==> src/rtl/alu_operand_b_stage.sv <==
// Registered ALU B-operand selector for the LC2K execute stage, with a one-entry valid/ready output slot.
// Compile-time option: define ALU_OPB_FWD_EN to enable forwarded-result override of regB and a live fwd_hit.
module alu_operand_b_stage #(
  parameter int unsigned DATA_W   = 32,
  parameter int unsigned OFFSET_W = 16,
  parameter int unsigned NUM_FWD  = 2
) (
  input  logic                      clk,
  input  logic                      rst_n,
  input  logic                      in_valid,
  output logic                      in_ready,
  input  logic                      sel_regb,
  input  logic [OFFSET_W-1:0]       offset_raw,
  input  logic [DATA_W-1:0]         regb_value,
  input  logic [NUM_FWD-1:0]        fwd_match,
  input  logic [NUM_FWD*DATA_W-1:0] fwd_data,
  input  logic                      flush,
  output logic                      out_valid,
  input  logic                      out_ready,
  output logic [DATA_W-1:0]         alu_val_b,
  output logic                      fwd_hit
);

  logic              validQ;
  logic [DATA_W-1:0] dataQ;
  logic              hitQ;

  logic              accept;
  logic [DATA_W-1:0] offsetExt;
  logic [DATA_W-1:0] regbPath;
  logic              regbHit;
  logic [DATA_W-1:0] nextOperand;
  logic              nextHit;

  assign in_ready = !validQ || out_ready;
  assign accept   = in_valid && in_ready;

  // Signed size cast sign-extends, and degenerates cleanly when OFFSET_W == DATA_W.
  assign offsetExt = DATA_W'($signed(offset_raw));

`ifdef ALU_OPB_FWD_EN
  // Walk from oldest to youngest so the lowest matching index wins.
  always_comb begin
    regbPath = regb_value;
    regbHit  = 1'b0;
    for (int i = int'(NUM_FWD) - 1; i >= 0; i--) begin
      if (fwd_match[i]) begin
        regbPath = fwd_data[i*DATA_W +: DATA_W];
        regbHit  = 1'b1;
      end
    end
  end
`else
  logic unusedFwd;
  assign unusedFwd = ^{fwd_match, fwd_data};
  assign regbPath  = regb_value;
  assign regbHit   = 1'b0;
`endif

  assign nextOperand = sel_regb ? regbPath : offsetExt;
  assign nextHit     = sel_regb && regbHit;

  // Flush outranks accept; data only moves on a surviving accept.
  always_ff @(posedge clk or negedge rst_n) begin
    if (!rst_n) begin
      validQ <= 1'b0;
      dataQ  <= '0;
      hitQ   <= 1'b0;
    end else begin
      if (flush) begin
        validQ <= 1'b0;
      end else if (accept) begin
        validQ <= 1'b1;
      end else if (out_ready) begin
        validQ <= 1'b0;
      end
      if (accept && !flush) begin
        dataQ <= nextOperand;
        hitQ  <= nextHit;
      end
    end
  end

  assign out_valid = validQ;
  assign alu_val_b = dataQ;
  assign fwd_hit   = hitQ;

endmodule

==> config.mk <==
export PLATFORM = sky130hd
export DESIGN_NAME = alu_operand_b_stage
export DESIGN_NICKNAME = d
export VERILOG_FILES = /design/src/rtl/alu_operand_b_stage.sv
export SDC_FILE = /design/constraint.sdc
export NUM_CORES = 1
export LEC_CHECK = 0
export CORE_MARGIN = 4
export CORE_UTILIZATION = 27
export CTS_CLUSTER_SIZE = 30
export DETAILED_ROUTE_END_ITERATION = 8
export GPL_ROUTABILITY_DRIVEN = 0
export PLACE_DENSITY = 0.76
export SLEW_MARGIN = 30
export SYNTH_ARGS = -nofsm -noshare
export SYNTH_HDL_FRONTEND = slang
export SYNTH_SLANG_ARGS = --single-unit
==> constraint.sdc <==
create_clock -name clk -period 1.7 [get_ports clk]
set_clock_uncertainty 0.2 [all_clocks]
set_input_delay 0.51 -clock clk [delete_from_list [all_inputs] [get_ports clk]]
set_output_delay 0.51 -clock clk [all_outputs]
set_load 0.01 [all_outputs]
# After elaboration in Yosys (flattened, before gate mapping)
# Cells that the tools add are included.
[word_totals]
regBits = 33
inputBits = 120
output_inout_bits = 35
elab_cells = 12
[classes]
n_reduce_logical = 6
muxes = 4
[ops]
columns = ["op", "n"]
rows = [
  ["$mux W32", 1],
  ["$mux W1", 3],
  ["$reduce_bool A3 Y1", 1],
  ["$logic_and A1 B1 Y1", 2],
  ["$logic_not A1 Y1", 2],
  ["$logic_or A1 B1 Y1", 1],
]

# Longest topological paths before layout
# Gate-level depths: netlist of run 1.
[logic_depth]
depth_word = 5
ltp_mapped = 6
mapped_depth_nobuf = 3

# Least setup slack after synthesis of run 1
# No wires, ideal clock.
[synth_timing]
path_type = "reg2reg"
start = "reg validQ, in the netlist out_valid"
end = "reg dataQ[13], in the netlist alu_val_b[13]"
synth_period_minus_slack_ps = 1657
required_time_ps = 1375
stages_incl_launch_ff = 5
path_buffers = 1
slack_ps = 43
arrival_ps = 1332
setup_ps = 125
path_cell_list = "dfrtp_1 nor2b_4 nor3b_4 buf_6 mux2_2"
[synth_between]
elab_chain_cells = 4
[synth_rtl]
columns = ["element", "line", "rtl"]
rows = [
  ["start: declaration", "24", "logic validQ;"],
  ["start signal: assignment", "66", "validQ <= 1'b0;"],
  ["start signal: assignment", "71", "validQ <= 1'b0;"],
  ["start signal: assignment", "73", "validQ <= 1'b1;"],
  ["$logic_not A1 Y1", "35", "assign in_ready = !validQ || out_ready;"],
  ["$logic_or A1 B1 Y1", "35", ""],
  ["$logic_and A1 B1 Y1", "36", "assign accept = in_valid && in_ready;"],
  ["$logic_and A1 B1 Y1", "77", "if (accept && !flush) begin"],
  ["end signal: assignment", "78", "dataQ <= nextOperand;"],
  ["end: declaration", "25", "logic [DATA_W-1:0] dataQ;"],
]
# Every way passes these cells.
# A chain may end at the register's enable or synchronous reset.

# Worst setup path in the final report of run 1
[layout_timing]
start = "reg validQ, in the netlist out_valid"
end = "reg dataQ[5], in the netlist alu_val_b[5]"
# The elaborated chain is that of the path after synthesis.

==> results of run 1 <==
==> layout by cell type (no fill, tap or decap), types with 2 or more instances in the layout <==
cell and instances:
clkdlybuf4s50_1 48, nand2_1 34, dfrtp_1 33, mux2_4 32, dlygate4sd2_1 22, mux2_2 15, clkdlybuf4s15_1 13, clkbuf_8 7
buf_12 5, buf_6 3, buf_4 3, nor2_1 2, buf_16 2, clkbuf_2 2, buf_2 2
==> sequential cells by signal (all words and copies together), names as in the netlist <==
| signal | cells |
|---|---|
| alu_val_b | 32 |
| out_valid | 1 |
==> path summary, 6_finish.rpt <==
kind | start | endpoint | slack, ns | cells past startpoint
worst max-delay path | out_valid$_DFFE_PN0P_ | alu_val_b[5]$_DFFE_PN0P_ | -0.05 | 6
worst min-delay path | alu_val_b[11]$_DFFE_PN0P_ | alu_val_b[11]$_DFFE_PN0P_ | 0.30 | 1
worst max register to register | out_valid$_DFFE_PN0P_ | alu_val_b[5]$_DFFE_PN0P_ | -0.05 | 6
worst min register to register | alu_val_b[11]$_DFFE_PN0P_ | alu_val_b[11]$_DFFE_PN0P_ | 0.30 | 1
max in group asynchronous | rst_n | alu_val_b[29]$_DFFE_PN0P_ | 0.37 | 3
min in group asynchronous | rst_n | alu_val_b[6]$_DFFE_PN0P_ | 0.49 | 2
==> worst max-delay path, delay by kind of cell, from the launching register on <==
kind	cells	cell delay, ns
mux	1	0.30
simple gates	2	0.34
buf+inv	3	0.42
flops	1	0.38
==> synth_stat cells <==
cell | count | area share, %
mux2_4 | 1 | 0.92
buf_6 | 6 | 4.1
buf_2 | 1 | 0.31
nand2b_1 | 1 | 0.38
inv_1 | 1 | 0.23
nor2b_4 | 1 | 0.84
nand2_1 | 34 | 7.8
conb_1 | 1 | 0.23
buf_4 | 3 | 1.4
nor3b_4 | 1 | 1.1
dfrtp_1 | 33 | 50
mux2_2 | 46 | 32
nor2_1 | 2 | 0.46
==> stage by stage <==
| stage | total power, mW | cells | hold WS [ns] | area [sq um] | setup TNS, ns |
|---|---|---|---|---|---|
| 6_report | 2.51 | 305 | 0.302 | 2900 | -1.19 |
| 5_1_grt | 2.65 | 305 | 0.321 | 2900 | -3.67 |
| 4_1_cts | 2.55 | 306 | 0.308 | 2920 | -3.58 |
| 3_5_place_dp | 1.84 | 290 | 0.274 | 2600 | -21.00 |
| 3_3_place_gp | 1.82 | 290 | 0.265 | 2600 | -20.49 |
| 2_1_floorplan | 1.34 | 131 | 0.0144 | 1640 | 0 |
==> metal layers <==
metal	global-route usage (%)	wire length, um
met2	21.7	2180
met4	2.59	45
met1	17.2	2060
met3	4.61	397
met5	0	0
==> layout make-up <==
class                           count  area, sq um  area share [%]
Clock buffer                        7         96.3            3.33
Clock inverter                      1         5.00           0.173
Inverter                            1         3.75           0.130
Multi-Input combinational cell     87          827            28.6
Sequential cell                    33          826            28.5
Tap cell                           75         93.8            3.24
Timing Repair Buffer              101         1040            36.1
==> power by group through the flow <==
stage          registers (mW)  logic, mW  clock network (mW)
4_1_cts                  1.01      0.856               0.679
3_3_place_gp             1.02      0.804                   0
3_5_place_dp             1.02      0.817                   0
2_1_floorplan            1.09      0.247                   0
6_report                 1.02      0.842               0.652
5_1_grt                  1.04      0.902               0.711
==> cells by family after synthesis <==
group,share of synthesized area (%)
muxes,32.6
DFF,50.5
buffers and inverters,6.04
other,0.229
and+or+nand+nor,10.6
==> repair_timing <==
action | CTS | global route
resized for setup | 77 | 21
endpoints found under the setup margin | 66 | 47
endpoints found under the hold margin | 15 | 0
cloned | 3 | 0
hold buffers | 1 | 0
pin swaps | 1 | 1
buffers inserted | 4 | 1
==> impl_metrics.yaml, run 1 <==
floorplan:
  die_w_um: 85.8
  die_h_um: 85.8
  core_sq_mm: 0.00589
  start_util_pct: 27.8
  ios: 155
  dieArea_sq_mm: 0.00737
  rows: 28
power_and_ir_drop:
  total_leakage_power_nw: 1.37
  peakVddDrop_uv: 401
  seqPwrFrac_pct: 40.5
  pwr_density_cell_mw_per_mm2: 866
  combPwrFrac_pct: 33.6
  switching_share_pct: 26.3
  pwr-share-clk_pct: 26.0
  switchingPower_mw: 0.661
  cellInternalPower_mw: 1.85
placement:
  place_hpwl_um: 3050
  post-place-ws_ns: -0.646
  io_buffer_count: 87
global_routing:
  grt_pass1_vias: 1475
  antenna_found_initial: 0
  overflow: 0
  grt_usage_pct: 13.3
  grt_pass1_wl_um: 7650
  grt_max_degree: 19
worst_setup_path:
  critical_path_class: "flip-flop to flip-flop"
  cpMaxStageDelayCell: "dfrtp_1"
  worst_path_most_repeated_cell: "buf_6"
  critPathRequiredTime_ns: 1.66
  critPathMaxStageDelay_ns: 0.38
  path_max_fanout: 8
  critPathLaunchType: "flip-flop"
  end_kind: "flip-flop"
  path_cells: "nor2b_4, buf_6, nor3b_4, buf_6, buf_12, mux2_4"
  crit_arrival_ns: 1.71
finish:
  final_core_util_pct: 49.2
  nNetsFinal: 349
  insertedDiodeCount: 0
  layout-drive-gt1-share_pct: 32.2
  layout.filler_cells: 559
  area_growth_pct: 77.1
route:
  antenna_left: 0
  drc_errors: 0
  wl_per_cell_um: 15.3
  drt_first_pass_iters: 3
  drtIter0Drc: 21
  via_per_inst: 4.36
  routed-via-count: 1329
  wl_um: 4680
cts:
  root_buffer: "clkbuf_8"
  cts.clk_slew.worst_paths_ns: 0.06
  cts_sinks: 33
  htree_levels: 2
  cts.path.max_buffers: 2
  clkLatencyLatePin_ns: 0.27
  cts_made_buffers: 5
  cts_tree: "done"
synth:
  ys_ff_latch: 33
  ys_types: 13
  syn_nets: 251
  synth_area_sq_mm: 0.00164
  ys.warnings.count: 0
  synth.avg_cell_area_sq_um: 12.5
  ys_seq_area_share_pct: 50.5
  synthCells: 131
timing:
  period_share_pct: 103
  timing.final.ws_setup_ns: -0.0467
  period_minus_slack_ns: 1.75
  rsz0062_at_grt: "true"
  setup_viol: 32
  fmax_mhz: 573
  slew_violations: 0
  finalHoldViolCount: 0
outcome:
  outcome: "finished, violations left"
  violations: "setup timing"
flow_run:
  drv_cap: 0
worst_hold_path:
  hold_class: "flip-flop to flip-flop"
Power figures use the tool's default switching activity.
==> run 2, diff against run 1 <==
- PLACE_DENSITY: 0.76 -> 0.78
==> run 2 against run 1 <==
  * The run still ends with setup timing left
  * Global-route usage fell by 0.38 points
  * Sequential power about the same
  * Sequential cell count did not move
  * First-iteration DRC count shrank 43%
  * Critical path depth unchanged
  * Clock power decreased by 14%
  * Power down 4.1%
  * Non-clock buffer count rose by 1
  * Register-to-register slack is essentially flat
  * Design area fell by 1.4%
  * Critical endpoint is now alu_val_b[4]$_DFFE_PN0P_
  * Die area is the same
  * Maximum frequency barely moved
==> impl_metrics.yaml, run 2 (synthesis gave the netlist of run 1 again) <==
outcome:
  outcome: "finished, violations left"
  violations: "setup timing"
floorplan:
  ios: 155
  dieArea_sq_mm: 0.00737
  die_h_um: 85.8
  die_w_um: 85.8
  core_sq_mm: 0.00589
  rows: 28
  start_util_pct: 27.8
timing:
  rsz0062_at_grt: "true"
  timing.final.ws_setup_ns: -0.0475
  period_share_pct: 103
  slew_violations: 0
  setup_viol: 32
  period_minus_slack_ns: 1.75
  finalHoldViolCount: 0
  fmax_mhz: 572
  hold_slack_ns: 0.0560
worst_hold_path:
  hold_class: "input pin to asynchronous set/reset pin"
finish:
  stdcell_count: 306
  multi_input_area_sq_um: 835
  area_growth_pct: 74.7
  insertedDiodeCount: 0
  seqCellArea_sq_um: 826
  layout-drive-gt1-share_pct: 32.5
  largest_register_ffs: 32
  nNetsFinal: 350
  layout_commonest_cell: "clkdlybuf4s50_1"
  layout.filler_cells: 557
  final_cell_mix: "clkdlybuf4s50_1, nand2_1, dfrtp_1"
global_routing:
  grt_pass1_wl_um: 7400
  overflow: 0
  antenna_found_initial: 0
  grt_pass1_vias: 1502
  grt_max_degree: 34
  grt_usage_pct: 12.9
worst_setup_path:
  path_max_fanout: 8
  end_kind: "flip-flop"
  critPathRequiredTime_ns: 1.66
  crit_buf_inv: 3
  critPathLaunchType: "flip-flop"
  critPathMaxStageDelay_ns: 0.37
  crit_family: "buffers and inverters"
  critical_path_class: "flip-flop to flip-flop"
  crit_arrival_ns: 1.71
  worst_path_most_repeated_cell: "buf_6"
  cpMaxStageDelayCell: "dfrtp_1"
  path_cells: "nor2b_4, buf_6, nor3b_4, buf_6, buf_12, mux2_4"
route:
  drt_first_pass_iters: 2
  via_per_inst: 4.35
  drc_errors: 0
  drtIter0Drc: 12
  antenna_left: 0
  wl_per_cell_um: 14.9
  routed-via-count: 1332
  wl_um: 4570
cts:
  cts.clk_slew.worst_paths_ns: 0.07
  cts_sinks: 33
  cts_tree: "done"
  cts_hold_buffers: 0
  htree_levels: 2
  root_buffer: "clkbuf_8"
  cts.path.max_buffers: 2
  cts_made_buffers: 5
  clkLatencyLatePin_ns: 0.27
power_and_ir_drop:
  pwr_density_cell_mw_per_mm2: 843
  total_leakage_power_nw: 1.36
  peakVddDrop_uv: 475
placement:
  place_hpwl_um: 2880
  placed_cells: 290
  io_buffer_count: 87
flow_run:
  drv_cap: 0
[run 2: where the power goes]
group / internal [mW] / switching, mW
clock: 0.283 / 0.274
sequential: 0.935 / 0.0759
combinational: 0.543 / 0.296
[run 2: through the flow]
| step | TNS (ns) | setup slack [ns] | total power, mW | cell area (sq um) | util (%) |
|---|---|---|---|---|---|
| floorplan | 0 | 0.0434 | 1.34 | 1640 | - |
| global placement | -20.30 | -0.636 | 1.82 | 2580 | 43.8 |
| detailed placement | -20.88 | -0.642 | 1.83 | 2580 | 43.8 |
| CTS | -4.08 | -0.178 | 2.43 | 2880 | 48.9 |
| global route | -3.67 | -0.126 | 2.56 | 2860 | 48.5 |
| finish | -1.16 | -0.0475 | 2.41 | 2860 | 48.5 |
[run 2: per-layer routing]
metal	GRT usage (%)	wire length [um]	vias to the layer above
li1	-	-	635
met1	15.0	1930	635
met2	22.9	2170	59
met3	5.28	441	3
met4	1.73	27	0
met5	0	0	-
[run 2: path summary, 6_finish.rpt]
kind,start,end,slack (ns),cells after the start
worst max-delay path,out_valid$_DFFE_PN0P_,alu_val_b[4]$_DFFE_PN0P_,-0.05,6
worst min-delay path,rst_n,alu_val_b[17]$_DFFE_PN0P_,0.06,2
worst max register to register,out_valid$_DFFE_PN0P_,alu_val_b[4]$_DFFE_PN0P_,-0.05,6
worst min register to register,alu_val_b[8]$_DFFE_PN0P_,alu_val_b[8]$_DFFE_PN0P_,0.30,1
max in group asynchronous,rst_n,alu_val_b[0]$_DFFE_PN0P_,0.95,2
min in group clk,alu_val_b[8]$_DFFE_PN0P_,alu_val_b[8]$_DFFE_PN0P_,0.30,1
[run 2: worst reg2reg max path: cells and delay by family (launching register included)]
family,cells,cell delay (ns)
buffers and inverters,3,0.40
and+or+nand+nor,2,0.35
DFF,1,0.37
muxes,1,0.30
[run 2: cell type report]
cell class | count | share of cell area (%)
timing repair buffer | 102 | 35.6
clock inverter | 2 | 0.350
inverter | 1 | 0.131
multi-input combinational | 87 | 29.2
tap | 75 | 3.29
clock buffer | 6 | 2.54
sequential | 33 | 28.9
[run 2: what timing repair did]
| action | in CTS | in global routing |
|---|---|---|
| setup endpoints to repair | 66 | 44 |
| pin swaps | 0 | 1 |
| gates cloned | 4 | 0 |
| gates resized for setup | 72 | 25 |
| buffers inserted | 5 | 3 |
==> run 3, diff against run 2 <==
- CTS_CLUSTER_SIZE: 30 -> 12
==> results of run 3 <==
Final layout, timing and power as in run 2 (identical DEF).
